--- src/rtl/hazard_pkg.sv ---
// ============================================================================
// Module      : hazard_pkg
// Description : Shared types and constants for the hazard/forwarding control.
// Revision    : 1.0 - initial release
// ============================================================================
`default_nettype none

package hazard_pkg;

  // Tracked rd is held at a fixed width so one struct serves every REG_ADDR_W up to 8.
  localparam int TRK_RD_W = 8;
  typedef logic [TRK_RD_W-1:0] trk_rd_t;

  typedef struct packed {
    logic    valid;
    trk_rd_t rd;
    logic    is_load;
  } trk_entry_t;

  localparam int FWD_REGFILE = 0;

  localparam logic [6:0] OPC_LOAD = 7'b0000011;
  localparam logic [6:0] OPC_IMM  = 7'b0010011;
  localparam logic [6:0] OPC_REG  = 7'b0110011;

  typedef enum logic [0:0] {
    RUN   = 1'b0,
    FLUSH = 1'b1
  } fsm_state_t;

endpackage

`default_nettype wire

--- src/rtl/hazard_ctrl_if.sv ---
// ============================================================================
// Module      : hazard_ctrl_if
// Description : Decode-side bundle between the decode stage and hazard_ctrl.
// Revision    : 1.0 - initial release
// ============================================================================
`default_nettype none

interface hazard_ctrl_if #(
  parameter int REG_ADDR_W = 5,
  parameter int FWD_DEPTH  = 3,
  parameter int CNT_W      = 32
) ();

  localparam int SEL_W = $clog2(FWD_DEPTH + 1);

  logic                  id_valid;
  logic [REG_ADDR_W-1:0] id_rs1;
  logic [REG_ADDR_W-1:0] id_rs2;
  logic                  id_rs1_used;
  logic                  id_rs2_used;
  logic [REG_ADDR_W-1:0] id_rd;
  logic                  id_rd_we;
  logic                  id_is_load;
  logic                  redirect;

  logic                  stall;
  logic                  flush_id;
  logic [SEL_W-1:0]      fwd_sel1;
  logic [SEL_W-1:0]      fwd_sel2;
  logic                  flush_active;
  logic [CNT_W-1:0]      stall_cycles;
  logic [CNT_W-1:0]      flush_cycles;

  modport master (
    output id_valid, id_rs1, id_rs2, id_rs1_used, id_rs2_used,
           id_rd, id_rd_we, id_is_load, redirect,
    input  stall, flush_id, fwd_sel1, fwd_sel2, flush_active,
           stall_cycles, flush_cycles
  );

  modport slave (
    input  id_valid, id_rs1, id_rs2, id_rs1_used, id_rs2_used,
           id_rd, id_rd_we, id_is_load, redirect,
    output stall, flush_id, fwd_sel1, fwd_sel2, flush_active,
           stall_cycles, flush_cycles
  );

endinterface

`default_nettype wire

--- src/rtl/hazard_ctrl_fwd_prio_enc.sv ---
// ============================================================================
// Module      : fwd_prio_enc
// Description : Youngest-producer priority encoder for one source operand.
// Revision    : 1.0 - initial release
// ============================================================================
`default_nettype none

module fwd_prio_enc
  import hazard_pkg::*;
#(
  parameter int FWD_DEPTH = 3,
  parameter int SEL_W     = 2
) (
  input  trk_entry_t       trk [FWD_DEPTH],
  input  trk_rd_t          rs,
  input  logic             rs_used,
  output logic [SEL_W-1:0] sel
);

  // Scan oldest to youngest so the youngest match is the last assignment.
  always_comb begin
    sel = SEL_W'(FWD_REGFILE);
    if (rs_used && (rs != '0)) begin
      for (int k = FWD_DEPTH - 1; k >= 0; k--) begin
        if (trk[k].valid && (trk[k].rd == rs) && !((k == 0) && trk[k].is_load)) begin
          sel = SEL_W'(k + 1);
        end
      end
    end
  end

endmodule

`default_nettype wire

--- src/rtl/hazard_ctrl.sv ---
// ============================================================================
// Module      : hazard_ctrl
// Description : Destination tracking, forwarding selects, load-use stall,
//               branch flush window and stall/flush performance counters.
// Revision    : 1.0 - initial release
// ============================================================================
`default_nettype none

module hazard_ctrl
  import hazard_pkg::*;
#(
  parameter int REG_ADDR_W     = 5,
  parameter int FWD_DEPTH      = 3,
  parameter int BRANCH_PENALTY = 2,
  parameter int CNT_W          = 32
) (
  input  logic         clock,
  input  logic         reset,
  hazard_ctrl_if.slave bus
);

  localparam int SEL_W = $clog2(FWD_DEPTH + 1);
  localparam int FC_W  = (BRANCH_PENALTY > 1) ? $clog2(BRANCH_PENALTY) : 1;
  localparam logic [FC_W-1:0] FC_RELOAD = FC_W'(BRANCH_PENALTY - 1);

  trk_entry_t       trk_q [FWD_DEPTH];
  trk_entry_t       trk_d [FWD_DEPTH];
  fsm_state_t       state_q, state_d;
  logic [FC_W-1:0]  fcnt_q, fcnt_d;
  logic             flush_active_q, flush_active_d;
  logic [CNT_W-1:0] stall_cnt_q, stall_cnt_d;
  logic [CNT_W-1:0] flush_cnt_q, flush_cnt_d;

  trk_rd_t          rs1_x, rs2_x, rd_x;
  logic             load_use;
  logic             flush_raw;
  logic             stall_raw;
  logic [SEL_W-1:0] sel1_raw, sel2_raw;

  assign rs1_x = trk_rd_t'(bus.id_rs1);
  assign rs2_x = trk_rd_t'(bus.id_rs2);
  assign rd_x  = trk_rd_t'(bus.id_rd);

  fwd_prio_enc #(.FWD_DEPTH(FWD_DEPTH), .SEL_W(SEL_W)) u_enc_rs1 (
    .trk     (trk_q),
    .rs      (rs1_x),
    .rs_used (bus.id_rs1_used),
    .sel     (sel1_raw)
  );

  fwd_prio_enc #(.FWD_DEPTH(FWD_DEPTH), .SEL_W(SEL_W)) u_enc_rs2 (
    .trk     (trk_q),
    .rs      (rs2_x),
    .rs_used (bus.id_rs2_used),
    .sel     (sel2_raw)
  );

  always_comb begin
    flush_raw = bus.redirect | (state_q == FLUSH);
    load_use  = bus.id_valid & trk_q[0].valid & trk_q[0].is_load &
                ((bus.id_rs1_used & (rs1_x == trk_q[0].rd)) |
                 (bus.id_rs2_used & (rs2_x == trk_q[0].rd)));
    stall_raw = load_use & ~flush_raw;
  end

  // Downstream stages never stall, so the tracker shifts unconditionally.
  always_comb begin
    for (int k = 1; k < FWD_DEPTH; k++) begin
      trk_d[k] = trk_q[k-1];
    end
    trk_d[0] = '0;
    if (!(stall_raw || flush_raw)) begin
      trk_d[0].valid   = bus.id_valid & bus.id_rd_we & (rd_x != '0);
      trk_d[0].rd      = rd_x;
      trk_d[0].is_load = bus.id_is_load;
    end
  end

  always_comb begin
    state_d = state_q;
    fcnt_d  = fcnt_q;
    case (state_q)
      RUN: begin
        if (bus.redirect && (BRANCH_PENALTY > 1)) begin
          state_d = FLUSH;
          fcnt_d  = FC_RELOAD;
        end
      end
      FLUSH: begin
        if (bus.redirect) begin
          fcnt_d = FC_RELOAD;
        end else begin
          fcnt_d = fcnt_q - FC_W'(1);
          if (fcnt_d == '0) begin
            state_d = RUN;
          end
        end
      end
      default: begin
        state_d = RUN;
        fcnt_d  = '0;
      end
    endcase
    flush_active_d = (state_d == FLUSH);
  end

  always_comb begin
    stall_cnt_d = stall_cnt_q;
    flush_cnt_d = flush_cnt_q;
    if (stall_raw && (stall_cnt_q != '1)) begin
      stall_cnt_d = stall_cnt_q + CNT_W'(1);
    end
    if (flush_raw && (flush_cnt_q != '1)) begin
      flush_cnt_d = flush_cnt_q + CNT_W'(1);
    end
  end

  always_ff @(posedge clock) begin
    if (reset) begin
      for (int k = 0; k < FWD_DEPTH; k++) begin
        trk_q[k] <= '0;
      end
      state_q        <= RUN;
      fcnt_q         <= '0;
      flush_active_q <= 1'b0;
      stall_cnt_q    <= '0;
      flush_cnt_q    <= '0;
    end else begin
      for (int k = 0; k < FWD_DEPTH; k++) begin
        trk_q[k] <= trk_d[k];
      end
      state_q        <= state_d;
      fcnt_q         <= fcnt_d;
      flush_active_q <= flush_active_d;
      stall_cnt_q    <= stall_cnt_d;
      flush_cnt_q    <= flush_cnt_d;
    end
  end

  assign bus.stall        = stall_raw & ~reset;
  assign bus.flush_id     = flush_raw & ~reset;
  assign bus.fwd_sel1     = reset ? '0 : sel1_raw;
  assign bus.fwd_sel2     = reset ? '0 : sel2_raw;
  assign bus.flush_active = flush_active_q;
  assign bus.stall_cycles = stall_cnt_q;
  assign bus.flush_cycles = flush_cnt_q;

endmodule

`default_nettype wire

--- src/flat_wrapper.sv ---
// flat-port wrapper written by rule: the top's interface ports become plain ports
module hazard_ctrl_flat import hazard_pkg::*;
#(
  parameter int REG_ADDR_W     = 5,
  parameter int FWD_DEPTH      = 3,
  parameter int BRANCH_PENALTY = 2,
  parameter int CNT_W          = 32
)
  (clock, reset, bus_id_valid, bus_id_rs1, bus_id_rs2, bus_id_rs1_used, bus_id_rs2_used, bus_id_rd, bus_id_rd_we, bus_id_is_load, bus_redirect, bus_stall, bus_flush_id, bus_fwd_sel1, bus_fwd_sel2, bus_flush_active, bus_stall_cycles, bus_flush_cycles);
  hazard_ctrl_if #(.REG_ADDR_W(REG_ADDR_W), .FWD_DEPTH(FWD_DEPTH), .CNT_W(CNT_W)) bus_i ();
  input  logic clock;
  input  logic reset;
  input wire logic [$bits(bus_i.id_valid)-1:0] bus_id_valid;
  input wire logic [$bits(bus_i.id_rs1)-1:0] bus_id_rs1;
  input wire logic [$bits(bus_i.id_rs2)-1:0] bus_id_rs2;
  input wire logic [$bits(bus_i.id_rs1_used)-1:0] bus_id_rs1_used;
  input wire logic [$bits(bus_i.id_rs2_used)-1:0] bus_id_rs2_used;
  input wire logic [$bits(bus_i.id_rd)-1:0] bus_id_rd;
  input wire logic [$bits(bus_i.id_rd_we)-1:0] bus_id_rd_we;
  input wire logic [$bits(bus_i.id_is_load)-1:0] bus_id_is_load;
  input wire logic [$bits(bus_i.redirect)-1:0] bus_redirect;
  output wire logic [$bits(bus_i.stall)-1:0] bus_stall;
  output wire logic [$bits(bus_i.flush_id)-1:0] bus_flush_id;
  output wire logic [$bits(bus_i.fwd_sel1)-1:0] bus_fwd_sel1;
  output wire logic [$bits(bus_i.fwd_sel2)-1:0] bus_fwd_sel2;
  output wire logic [$bits(bus_i.flush_active)-1:0] bus_flush_active;
  output wire logic [$bits(bus_i.stall_cycles)-1:0] bus_stall_cycles;
  output wire logic [$bits(bus_i.flush_cycles)-1:0] bus_flush_cycles;
  assign bus_i.id_valid = bus_id_valid;
  assign bus_i.id_rs1 = bus_id_rs1;
  assign bus_i.id_rs2 = bus_id_rs2;
  assign bus_i.id_rs1_used = bus_id_rs1_used;
  assign bus_i.id_rs2_used = bus_id_rs2_used;
  assign bus_i.id_rd = bus_id_rd;
  assign bus_i.id_rd_we = bus_id_rd_we;
  assign bus_i.id_is_load = bus_id_is_load;
  assign bus_i.redirect = bus_redirect;
  assign bus_stall = bus_i.stall;
  assign bus_flush_id = bus_i.flush_id;
  assign bus_fwd_sel1 = bus_i.fwd_sel1;
  assign bus_fwd_sel2 = bus_i.fwd_sel2;
  assign bus_flush_active = bus_i.flush_active;
  assign bus_stall_cycles = bus_i.stall_cycles;
  assign bus_flush_cycles = bus_i.flush_cycles;
  hazard_ctrl #(.REG_ADDR_W(REG_ADDR_W), .FWD_DEPTH(FWD_DEPTH), .BRANCH_PENALTY(BRANCH_PENALTY), .CNT_W(CNT_W)) u_core (.clock(clock), .reset(reset), .bus(bus_i));
endmodule
--- config.mk ---
export PLATFORM = sky130hd
export DESIGN_NAME = hazard_ctrl_flat
export DESIGN_NICKNAME = d
export VERILOG_FILES = /design/src/rtl/hazard_pkg.sv /design/src/rtl/hazard_ctrl_if.sv /design/src/rtl/hazard_ctrl_fwd_prio_enc.sv /design/src/rtl/hazard_ctrl.sv /design/src/flat_wrapper.sv
export SDC_FILE = /design/constraint.sdc
export NUM_CORES = 1
export LEC_CHECK = 0
export BUFFER_PORTS_ARGS = -buffer_cell sky130_fd_sc_hd__buf_2
export CAP_MARGIN = 40
export CORE_ASPECT_RATIO = 1.2
export CORE_UTILIZATION = 55
export DETAILED_ROUTE_END_ITERATION = 12
export GPL_ROUTABILITY_DRIVEN = 1
export HOLD_SLACK_MARGIN = 0.15
export PLACE_DENSITY = 0.8
export SKIP_CTS_REPAIR_TIMING = 1
export SYNTH_ARGS = -nofsm -noshare
export SYNTH_HDL_FRONTEND = slang
export SYNTH_HIERARCHICAL = 1
export SYNTH_SLANG_ARGS = --single-unit
--- constraint.sdc ---
create_clock -name clock -period 2.63 [get_ports clock]
set_input_delay 0.263 -clock clock [delete_from_list [all_inputs] [get_ports clock]]
set_output_delay 0.263 -clock clock [all_outputs]
set_load 0.02 [all_outputs]
==> run_results.csv, run 1 <==
group,metric,value,unit
status,run_status,"finished clean",
power_and_ir_drop,cellLeakagePower,2.22,nW
clock_network,cts_max_path_buffers,2,
worst_setup_path,reg2reg_slack,0.36,ns
placed_design,port_buffers,93,
finish,antennaDiodeCount,0,
timing,final.period_utilization,0.887,
clock_network,clock_tree_from_tritoncts,"built",
route,vias,4181,
job,max_cap_violations,0,
worst_setup_path,crit_arrival,2.07,ns
global_routing,grt_max_degree,34,
global_routing,grt_pass1_vias,3794,
timing,max_slew_margin,0.542,
worst_setup_path,r2r-end,"u_core/bus.stall_cycles[19]",
finish,final_net_count,693,
worst_setup_path,worst_ep_required,2.37,ns
power_and_ir_drop,power_per_cell_area,453,mW/mm^2
die,i_o_pins,94,
placed_design,place.detailed.hpwl,8260,microns
timing,setup_tns,0,ns
finish,layout_commonest_cell,"sky130_fd_sc_hd__buf_2",
route,via_per_inst,5.31,
worst_setup_path,r2r.worst_path.cells,7,
route,dr.pass1.iters,4,
timing,slew_violations,0,
logic_synthesis,ys_warn_count,6,
logic_synthesis,synthesis.area_per_instance,8.86,sq um
clock_network,ctsRootBufferMaster,"sky130_fd_sc_hd__clkbuf_8",
global_routing,grt_antenna_before_repair,0,
worst_setup_path,worst_setup_path_startpoint,"u_core/trk_d[12]",
logic_synthesis,synthCells,525,
worst_setup_path,setup.worst_path.end_class,"output pin",
route,route.final.wire_length,11100,microns
clock_network,htree_num_levels,3,
global_routing,globalRouteOverflowTotal,0,
route,first_iter_violations,218,
timing,worst-slew-pin-transition,0.683,ns
worst_setup_path,criticalPathCategory,"reg2out",
timing,rsz0062_at_grt,"false",
finish,area_growth,22.1,%
clock_network,clkLatencyLatePin,0.35,ns
power_and_ir_drop,max-vdd-ir-drop,310,uV
route,drt.antenna.violating_nets,0,
die,placement_rows,36,
die,floorplan.initialDensity,0.571,
timing,worst_hold_slack,0.181,ns
global_routing,grt_use_total,0.250,
finish,drive_above_1_share,0.205,
timing,layout_min_cycle_time,2.33,ns
placed_design,gp_congestion,0.884,
worst_setup_path,critical_path.startpoint_type,"register",
die,floorplan.die.width,86.0,microns
timing,finClkSkew,0.00850,ns
worst_setup_path,r2r_start,"u_core/bus.stall_cycles[0]",
route,drc_errors,0,
worst_setup_path,last_element_of_the_critical_path,"bus_fwd_sel2[1]",
route,wl_per_cell,14.1,microns
timing,final-hold-violation-count,0,
hold_path,timing.hold.worst.class,"in2reg",
die,core_area,0.00815,sq mm
die,design.die.area,0.00883,sq mm
timing,report.final.setup_viol,0,
timing,achievable-frequency,429,MHz
clock_network,clkSinkCount,85,
finish,final_cell_mix,"sky130_fd_sc_hd__buf_2 (93), sky130_fd_sc_hd__dfxtp_1 (85), sky130_fd_sc_hd__xnor2_1 (63)",
global_routing,grt_first_pass_wirelength,17300,microns
worst_setup_path,timing.critical_path.fanout_max,5,
clock_network,cts_clock_pin_slew_for_the_worst_setup_and_hold_paths,0.09,ns
die,die_h,103,microns
clock_network,tritoncts.num_buffers,9,
logic_synthesis,synth_area,0.00465,sq mm
==> where the power goes <==
group	total (mW)	switching (mW)	internal (mW)
sequential	1.32	0.0181	1.30
combinational	0.223	0.125	0.0982
clock	1.03	0.467	0.563
total	2.57	0.610	1.96
==> state kept, by name, indices dropped and copies added, names as in the netlist <==
register	flops
u_core/bus.flush_cycles	32
u_core/trk_q	6
u_core/bus.flush_active	1
u_core/fcnt_q	1
u_core/trk_d	13
u_core/bus.stall_cycles	32
==> how the worst min path moves through the flow <==
stage	from	to	slack [ns]	depth (start not counted)
floorplan	bus_redirect	u_core/fcnt_q	0.38	2
global placement	u_core/trk_d[9]	u_core/trk_q[9]	0.47	1
detailed placement	u_core/trk_d[9]	u_core/trk_q[9]	0.48	1
CTS	bus_id_rd[4]	u_core/trk_d[15]	0.11	2
global route	bus_id_valid	u_core/trk_d[19]	0.15	2
finish	bus_id_valid	u_core/trk_d[19]	0.18	2
==> per-layer routing <==
layer / vias to the layer above / GRT usage / share of wire
li1: 2095 / - / -
met5: - / 0 / 0
met2: 108 / 0.447 / 0.51
met1: 1965 / 0.291 / 0.42
met4: 0 / 0.108 / 0.016
met3: 13 / 0.0504 / 0.048
==> final cells by class <==
cell class	instances	area, sq um
Timing Repair Buffer	105	571
Inverter	5	18.8
Sequential cell	85	1700
Clock inverter	5	83.8
Multi-Input combinational cell	462	3020
Tap cell	114	143
Clock buffer	11	141
Fill cell	659	2470
==> worst max-delay path, stage by stage, from the launching register on <==
cell and delay, ns:
sky130_fd_sc_hd__dfxtp_1 0.46, sky130_fd_sc_hd__xnor2_1 0.17, sky130_fd_sc_hd__nand4_1 0.11, sky130_fd_sc_hd__nor4_1 0.28, sky130_fd_sc_hd__nand4b_1 0.20, sky130_fd_sc_hd__nor3b_1 0.19
sky130_fd_sc_hd__nor2b_1 0.13, sky130_fd_sc_hd__buf_2 0.18
==> stage by stage <==
| step | cell area [sq um] | power, mW | setup slack (ns) | instances | utilization |
|---|---|---|---|---|---|
| finish | 5680 | 2.57 | 0.297 | 787 | 0.697 |
| global route | 5680 | 2.68 | 0.145 | 787 | 0.697 |
| CTS | 5610 | 2.58 | 0.292 | 779 | 0.688 |
| detailed placement | 5380 | 1.56 | 0.368 | 763 | 0.660 |
| global placement | 5380 | 1.56 | 0.433 | 763 | 0.660 |
| floorplan | 4810 | 1.49 | 0.562 | 566 | - |
Power figures use the tool's default switching activity.
==> run 2, diff against run 1 <==
--- a/config.mk
+++ b/config.mk
@@ -8,12 +8,14 @@
 export BUFFER_PORTS_ARGS = -buffer_cell sky130_fd_sc_hd__buf_2
 export CAP_MARGIN = 40
 export CORE_ASPECT_RATIO = 1.2
-export CORE_UTILIZATION = 55
+export CORE_UTILIZATION = 50
+export CTS_CLUSTER_SIZE = 25
 export DETAILED_ROUTE_END_ITERATION = 12
 export GPL_ROUTABILITY_DRIVEN = 1
 export HOLD_SLACK_MARGIN = 0.15
-export PLACE_DENSITY = 0.8
+export PLACE_DENSITY = 0.76
 export SKIP_CTS_REPAIR_TIMING = 1
+export SLEW_MARGIN = 20
 export SYNTH_ARGS = -nofsm -noshare
 export SYNTH_HDL_FRONTEND = slang
 export SYNTH_HIERARCHICAL = 1
==> constraint.sdc (replaced) <==
create_clock -name clock -period 1.9 [get_ports clock]
set_input_delay 0.19 -clock clock [delete_from_list [all_inputs] [get_ports clock]]
set_output_delay 0.19 -clock clock [all_outputs]
set_load 0.02 [all_outputs]
==> run 2 against run 1 <==
Effect of this change: global-route usage is 0.13 points lower; cell count up 9.8%; critical endpoint unchanged; critical path type unchanged; the run now ends with setup timing left; largest cell class unchanged; total power up 39%; combinational power grew 69%; highest routed layer unchanged; largest power group unchanged; worst hold slack got worse by 0.039 ns; non-clock buffer count up 71.
==> run_results.csv, run 2 (synthesized netlist as in run 1, its figures left out) <==
group,metric,value,unit
die,i_o_pins,94,
job,max_cap_violations,0,
status,run_status,"finished with violations",
timing,layout_min_cycle_time,2.20,ns
worst_setup_path,timing.critical_path.fanout_max,5,
finish,antennaDiodeCount,0,
status,violations_in_the_final_reports,"setup timing",
route,first_iter_violations,276,
finish,final_cell_area,0.00654,sq mm
timing,report.final.setup_viol,10,
worst_setup_path,cell_chain_of_the_critical_path,"xnor2_1 -> nand4_1 -> nor4_1 -> nand4b_1 -> nor3b_1 -> nor2b_1 -> buf_2",
global_routing,grt_pass1_vias,4167,
die,die_h,108,microns
placed_design,dpl-instance-area,0.00596,sq mm
worst_setup_path,r2r_start,"u_core/trk_d[11]",
clock_network,tritoncts.num_buffers,9,
worst_setup_path,crit_arrival,2.01,ns
finish,drive_above_1_share,0.359,
route,dr.pass1.iters,4,
placed_design,place_worst_setup_slack,-0.0410,ns
global_routing,grt_first_pass_wirelength,19300,microns
worst_setup_path,worst_ep_required,1.71,ns
die,floorplan.initialDensity,0.515,
power_and_ir_drop,power_per_cell_area,548,mW/mm^2
die,core_area,0.00903,sq mm
route,drt.antenna.violating_nets,0,
worst_setup_path,critical-path-slowest-cell,"sky130_fd_sc_hd__dfxtp_4",
timing,slew_violations,0,
placed_design,gp_congestion,0.899,
worst_setup_path,worst_setup_path_startpoint,"u_core/trk_d[15]",
die,design.die.area,0.00969,sq mm
clock_network,htree_num_levels,3,
hold_path,hold_start,"bus_redirect",
route,via_per_inst,5.21,
route,drc_errors,0,
clock_network,clkSinkCount,85,
finish,utilization,0.724,
hold_path,timing.hold.worst.class,"in2reg",
global_routing,grt_antenna_before_repair,0,
finish,final_cell_mix,"sky130_fd_sc_hd__buf_2 (91), sky130_fd_sc_hd__buf_4 (70), sky130_fd_sc_hd__nor2_1 (60)",
finish,layout_commonest_cell,"sky130_fd_sc_hd__buf_2",
die,floorplan.die.width,90.1,microns
route,vias,4498,
clock_network,cts_max_path_buffers,2,
finish,area_growth,40.5,%
timing,achievable-frequency,454,MHz
clock_network,clock_tree_from_tritoncts,"built",
timing,final.period_utilization,1.16,
global_routing,grt_max_degree,58,
clock_network,cts_clock_pin_slew_for_the_worst_setup_and_hold_paths,0.08,ns
route,wl_per_cell,14.6,microns
die,placement_rows,38,
global_routing,grt_use_total,0.249,
finish,final_net_count,764,
finish,filler_cell_count,673,
clock_network,ctsRootBufferMaster,"sky130_fd_sc_hd__clkbuf_8",
worst_setup_path,criticalPathCategory,"reg2out",
placed_design,place.detailed.hpwl,9040,microns
power_and_ir_drop,max-vdd-ir-drop,414,uV
timing,timing.final.ws_setup,-0.302,ns
worst_setup_path,critical_path.startpoint_type,"register",
worst_setup_path,setup.worst_path.end_class,"output pin",
route,route.final.wire_length,12600,microns
clock_network,clkLatencyLatePin,0.36,ns
timing,finClkSkew,0.00812,ns
global_routing,globalRouteOverflowTotal,0,
power_and_ir_drop,design_power_total,3.58,mW
placed_design,port_buffers,93,
power_and_ir_drop,cellLeakagePower,2.71,nW
worst_setup_path,critPathMaxStageDelay,0.38,ns
timing,rsz0062_at_grt,"true",
timing,worst_hold_slack,0.142,ns
timing,final-hold-violation-count,0,
==> run 2: critical path, delay by kind of cell (launching register included) <==
kind	cells	cell delay (ns)
flip-flops	1	0.38
XOR/XNOR	1	0.21
AND/OR/NAND/NOR	5	0.90
buffers and inverters	1	0.16
==> run 2: layer usage <==
metal | part of all wire | track usage | vias up | routed length, microns
li1 | - | - | 2235 | -
met2 | 0.52 | 0.461 | 106 | 6550
met3 | 0.040 | 0.0374 | 25 | 506
met5 | 0 | 0 | - | 0
met4 | 0.022 | 0.120 | 0 | 275
met1 | 0.42 | 0.279 | 2132 | 5270
==> run 2: path summary, 6_finish.rpt <==
path | end | slack [ns] | depth (start not counted)
max | bus_fwd_sel2[1] | -0.30 | 7
min | u_core/fcnt_q | 0.14 | 3
max reg2reg | u_core/bus.stall_cycles[16] | -0.09 | 7
min reg2reg | u_core/bus.stall_cycles[14] | 0.50 | 2
==> run 2: power breakdown <==
| part | switching [mW] | leakage, nW | internal [mW] |
|---|---|---|---|
| Combinational | 0.200 | 1.90 | 0.176 |
| Clock | 0.639 | 0.105 | 0.741 |
| Sequential | 0.0280 | 0.704 | 1.79 |
==> run 2: metrics by stage <==
stage	cells	TNS, ns
after floorplan	566	-0.0720
after global placement	830	0
after CTS	846	-1.75
after global routing	864	-2.72
final	864	-1.58
after detailed placement	830	-0.0943
==> run 2: area by class of cell <==
| cell class | count | area [sq um] | area share |
|---|---|---|---|
| multi-input cells | 462 | 3250 | 0.497 |
| flip-flops and latches | 85 | 1760 | 0.269 |
| repair buffers | 176 | 1160 | 0.177 |
| well taps | 120 | 150 | 0.0230 |
| clock buffers | 12 | 135 | 0.0207 |
| clock inverters | 4 | 71.3 | 0.0109 |
| inverters | 5 | 18.8 | 0.00287 |
==> run 3, diff against run 2 <==
==> constraint.sdc (replaced) <==
create_clock -name clock -period 1.8 [get_ports clock]
set_input_delay 0.18 -clock clock [delete_from_list [all_inputs] [get_ports clock]]
set_output_delay 0.18 -clock clock [all_outputs]
set_load 0.02 [all_outputs]
==> run 3 against run 2 <==
Effect of this change: the run still ends with setup timing left; clock-buffer cell count unchanged; register-to-register slack got worse by 0.17 ns; global-route usage up 0.80 points; worst setup slack worse by 0.072 ns; critical path depth up 1; largest cell class unchanged; highest routed layer unchanged.
==> run_results.csv, run 3 (synthesized netlist as in run 1, its figures left out) <==
group,metric,value,unit
status,run_status,"finished with violations",
status,violations_in_the_final_reports,"setup timing",
clock_network,clock_tree_from_tritoncts,"built",
job,max_cap_violations,0,
route,vias,4690,
placed_design,port_buffers,93,
hold_path,hold_start,"bus_redirect",
worst_setup_path,criticalPathCategory,"reg2out",
timing,finClkSkew,0.00920,ns
finish,area_growth,47.8,%
die,core_area,0.00903,sq mm
hold_path,hold_path_sink,"u_core/fcnt_q",
global_routing,grt_max_degree,45,
timing,setup_tns,-3.61,ns
global_routing,grt_pass1_vias,4409,
global_routing,grt_first_pass_wirelength,20000,microns
worst_setup_path,critical_path.startpoint_type,"register",
clock_network,htree_num_levels,3,
timing,max_slew_margin,0.596,
worst_setup_path,worst_ep_required,1.62,ns
die,design.die.area,0.00969,sq mm
power_and_ir_drop,max-vdd-ir-drop,601,uV
die,placement_rows,38,
route,drc_errors,0,
die,die_h,108,microns
clock_network,cts_max_path_buffers,2,
worst_setup_path,reg2reg_slack,-0.26,ns
route,route.final.wire_length,13300,microns
route,first_iter_violations,240,
finish,layout_commonest_cell,"sky130_fd_sc_hd__buf_4",
finish,antennaDiodeCount,0,
worst_setup_path,r2r.worst_path.cells,8,
power_and_ir_drop,power_per_cell_area,527,mW/mm^2
timing,final.period_utilization,1.21,
die,floorplan.initialDensity,0.515,
worst_setup_path,crit_arrival,1.99,ns
timing,report.final.setup_viol,20,
route,drt.antenna.violating_nets,0,
timing,slew_violations,0,
worst_setup_path,r2r-end,"u_core/bus.stall_cycles[25]",
clock_network,cts_clock_pin_slew_for_the_worst_setup_and_hold_paths,0.08,ns
worst_setup_path,r2r_start,"u_core/trk_d[15]",
hold_path,hold_path_depth,3,
timing,worst_hold_slack,0.155,ns
timing,layout_min_cycle_time,2.17,ns
global_routing,globalRouteOverflowTotal,0,
clock_network,clkLatencyLatePin,0.36,ns
finish,final_net_count,801,
timing,final-hold-violation-count,0,
placed_design,place.detailed.hpwl,9360,microns
placed_design,dpl-instance-area,0.00625,sq mm
timing,achievable-frequency,460,MHz
clock_network,clkSinkCount,85,
clock_network,ctsRootBufferMaster,"sky130_fd_sc_hd__clkbuf_8",
worst_setup_path,setup.worst_path.end_class,"output pin",
route,dr.pass1.iters,7,
finish,final_cell_area,0.00687,sq mm
route,wl_per_cell,14.8,microns
power_and_ir_drop,cellLeakagePower,2.92,nW
finish,fin_cells,901,
die,i_o_pins,94,
placed_design,gp_congestion,0.865,
timing,worst-slew-pin-transition,0.602,ns
placed_design,dpl.cell_count,862,
finish,final_cell_mix,"sky130_fd_sc_hd__buf_4 (103), sky130_fd_sc_hd__buf_2 (91), sky130_fd_sc_hd__nor2_1 (59)",
global_routing,grt_use_total,0.257,
finish,utilization,0.761,
timing,rsz0062_at_grt,"true",
clock_network,tritoncts.num_buffers,9,
hold_path,timing.hold.worst.class,"in2reg",
finish,drive_above_1_share,0.399,
finish,filler_cell_count,626,
global_routing,grt_antenna_before_repair,0,
route,via_per_inst,5.21,
die,floorplan.die.width,90.1,microns
worst_setup_path,timing.critical_path.fanout_max,4,
timing,timing.final.ws_setup,-0.375,ns
==> run 3: cell types whose count changed in the layout (fill, tap and decap cells not counted), moves of 4 or more <==
cell / before / now
sky130_fd_sc_hd__xnor2_2: 10 / 5
sky130_fd_sc_hd__dfxtp_1: 54 / 50
sky130_fd_sc_hd__xnor2_1: 53 / 58
sky130_fd_sc_hd__buf_4: 70 / 103
sky130_fd_sc_hd__dfxtp_2: 25 / 21
sky130_fd_sc_hd__dfxtp_4: 6 / 14
==> run 3: area by class of cell <==
class                      instances  area (sq um)  share of cell area
clock buffer                      12           135              0.0197
clock inverter                     4          48.8             0.00710
inverter                           5          18.8             0.00273
multi-input combinational        462          3280               0.477
sequential                        85          1780               0.259
tap                              120           150              0.0218
timing repair buffer             213          1460               0.213
==> run 3: worst max path at each step <==
stage / slack (ns) / to / cells after the start / from
4_1_cts: -0.49 / bus_stall / 7 / u_core/trk_d[15]
2_1_floorplan: -0.13 / u_core/bus.stall_cycles[16] / 7 / u_core/bus.stall_cycles[0]
6_report: -0.37 / bus_fwd_sel1[0] / 8 / u_core/trk_d[12]
3_5_place_dp: -0.13 / u_core/bus.stall_cycles[25] / 7 / u_core/trk_d[15]
3_3_place_gp: -0.07 / u_core/bus.stall_cycles[16] / 7 / u_core/bus.stall_cycles[0]
5_1_grt: -0.46 / bus_fwd_sel1[0] / 8 / u_core/trk_d[15]
==> run 3: metrics by stage <==
step	setup WS (ns)	power (mW)
global route	-0.455	3.77
global placement	-0.0664	2.31
detailed placement	-0.125	2.32
CTS	-0.489	3.62
finish	-0.375	3.62
floorplan	-0.130	2.17
==> run 3: metal layers <==
layer,wire length [microns],share of wire,vias up,track usage
li1,-,-,2321,-
met1,5370,0.40,2192,0.291
met2,6990,0.53,142,0.471
met3,507,0.038,35,0.0410
met4,432,0.032,0,0.123
met5,0,0,-,0
==> run 3: power breakdown <==
group | switching [mW] | total, mW | internal [mW] | leakage [nW]
clock | 0.672 | 1.31 | 0.642 | 0.0909
combinational | 0.209 | 0.403 | 0.194 | 2.12
sequential | 0.0224 | 1.90 | 1.88 | 0.708
total | 0.903 | 3.62 | 2.72 | 2.92
==> run 3: critical path, cell delays in order, from the launching register on <==
cell and delay, ns:
sky130_fd_sc_hd__dfxtp_4 0.37, sky130_fd_sc_hd__buf_6 0.12, sky130_fd_sc_hd__xnor2_1 0.17, sky130_fd_sc_hd__nand4_1 0.16, sky130_fd_sc_hd__nor4_2 0.19, sky130_fd_sc_hd__nand4b_1 0.14
sky130_fd_sc_hd__a21oi_1 0.15, sky130_fd_sc_hd__nor2b_1 0.17, sky130_fd_sc_hd__buf_4 0.16
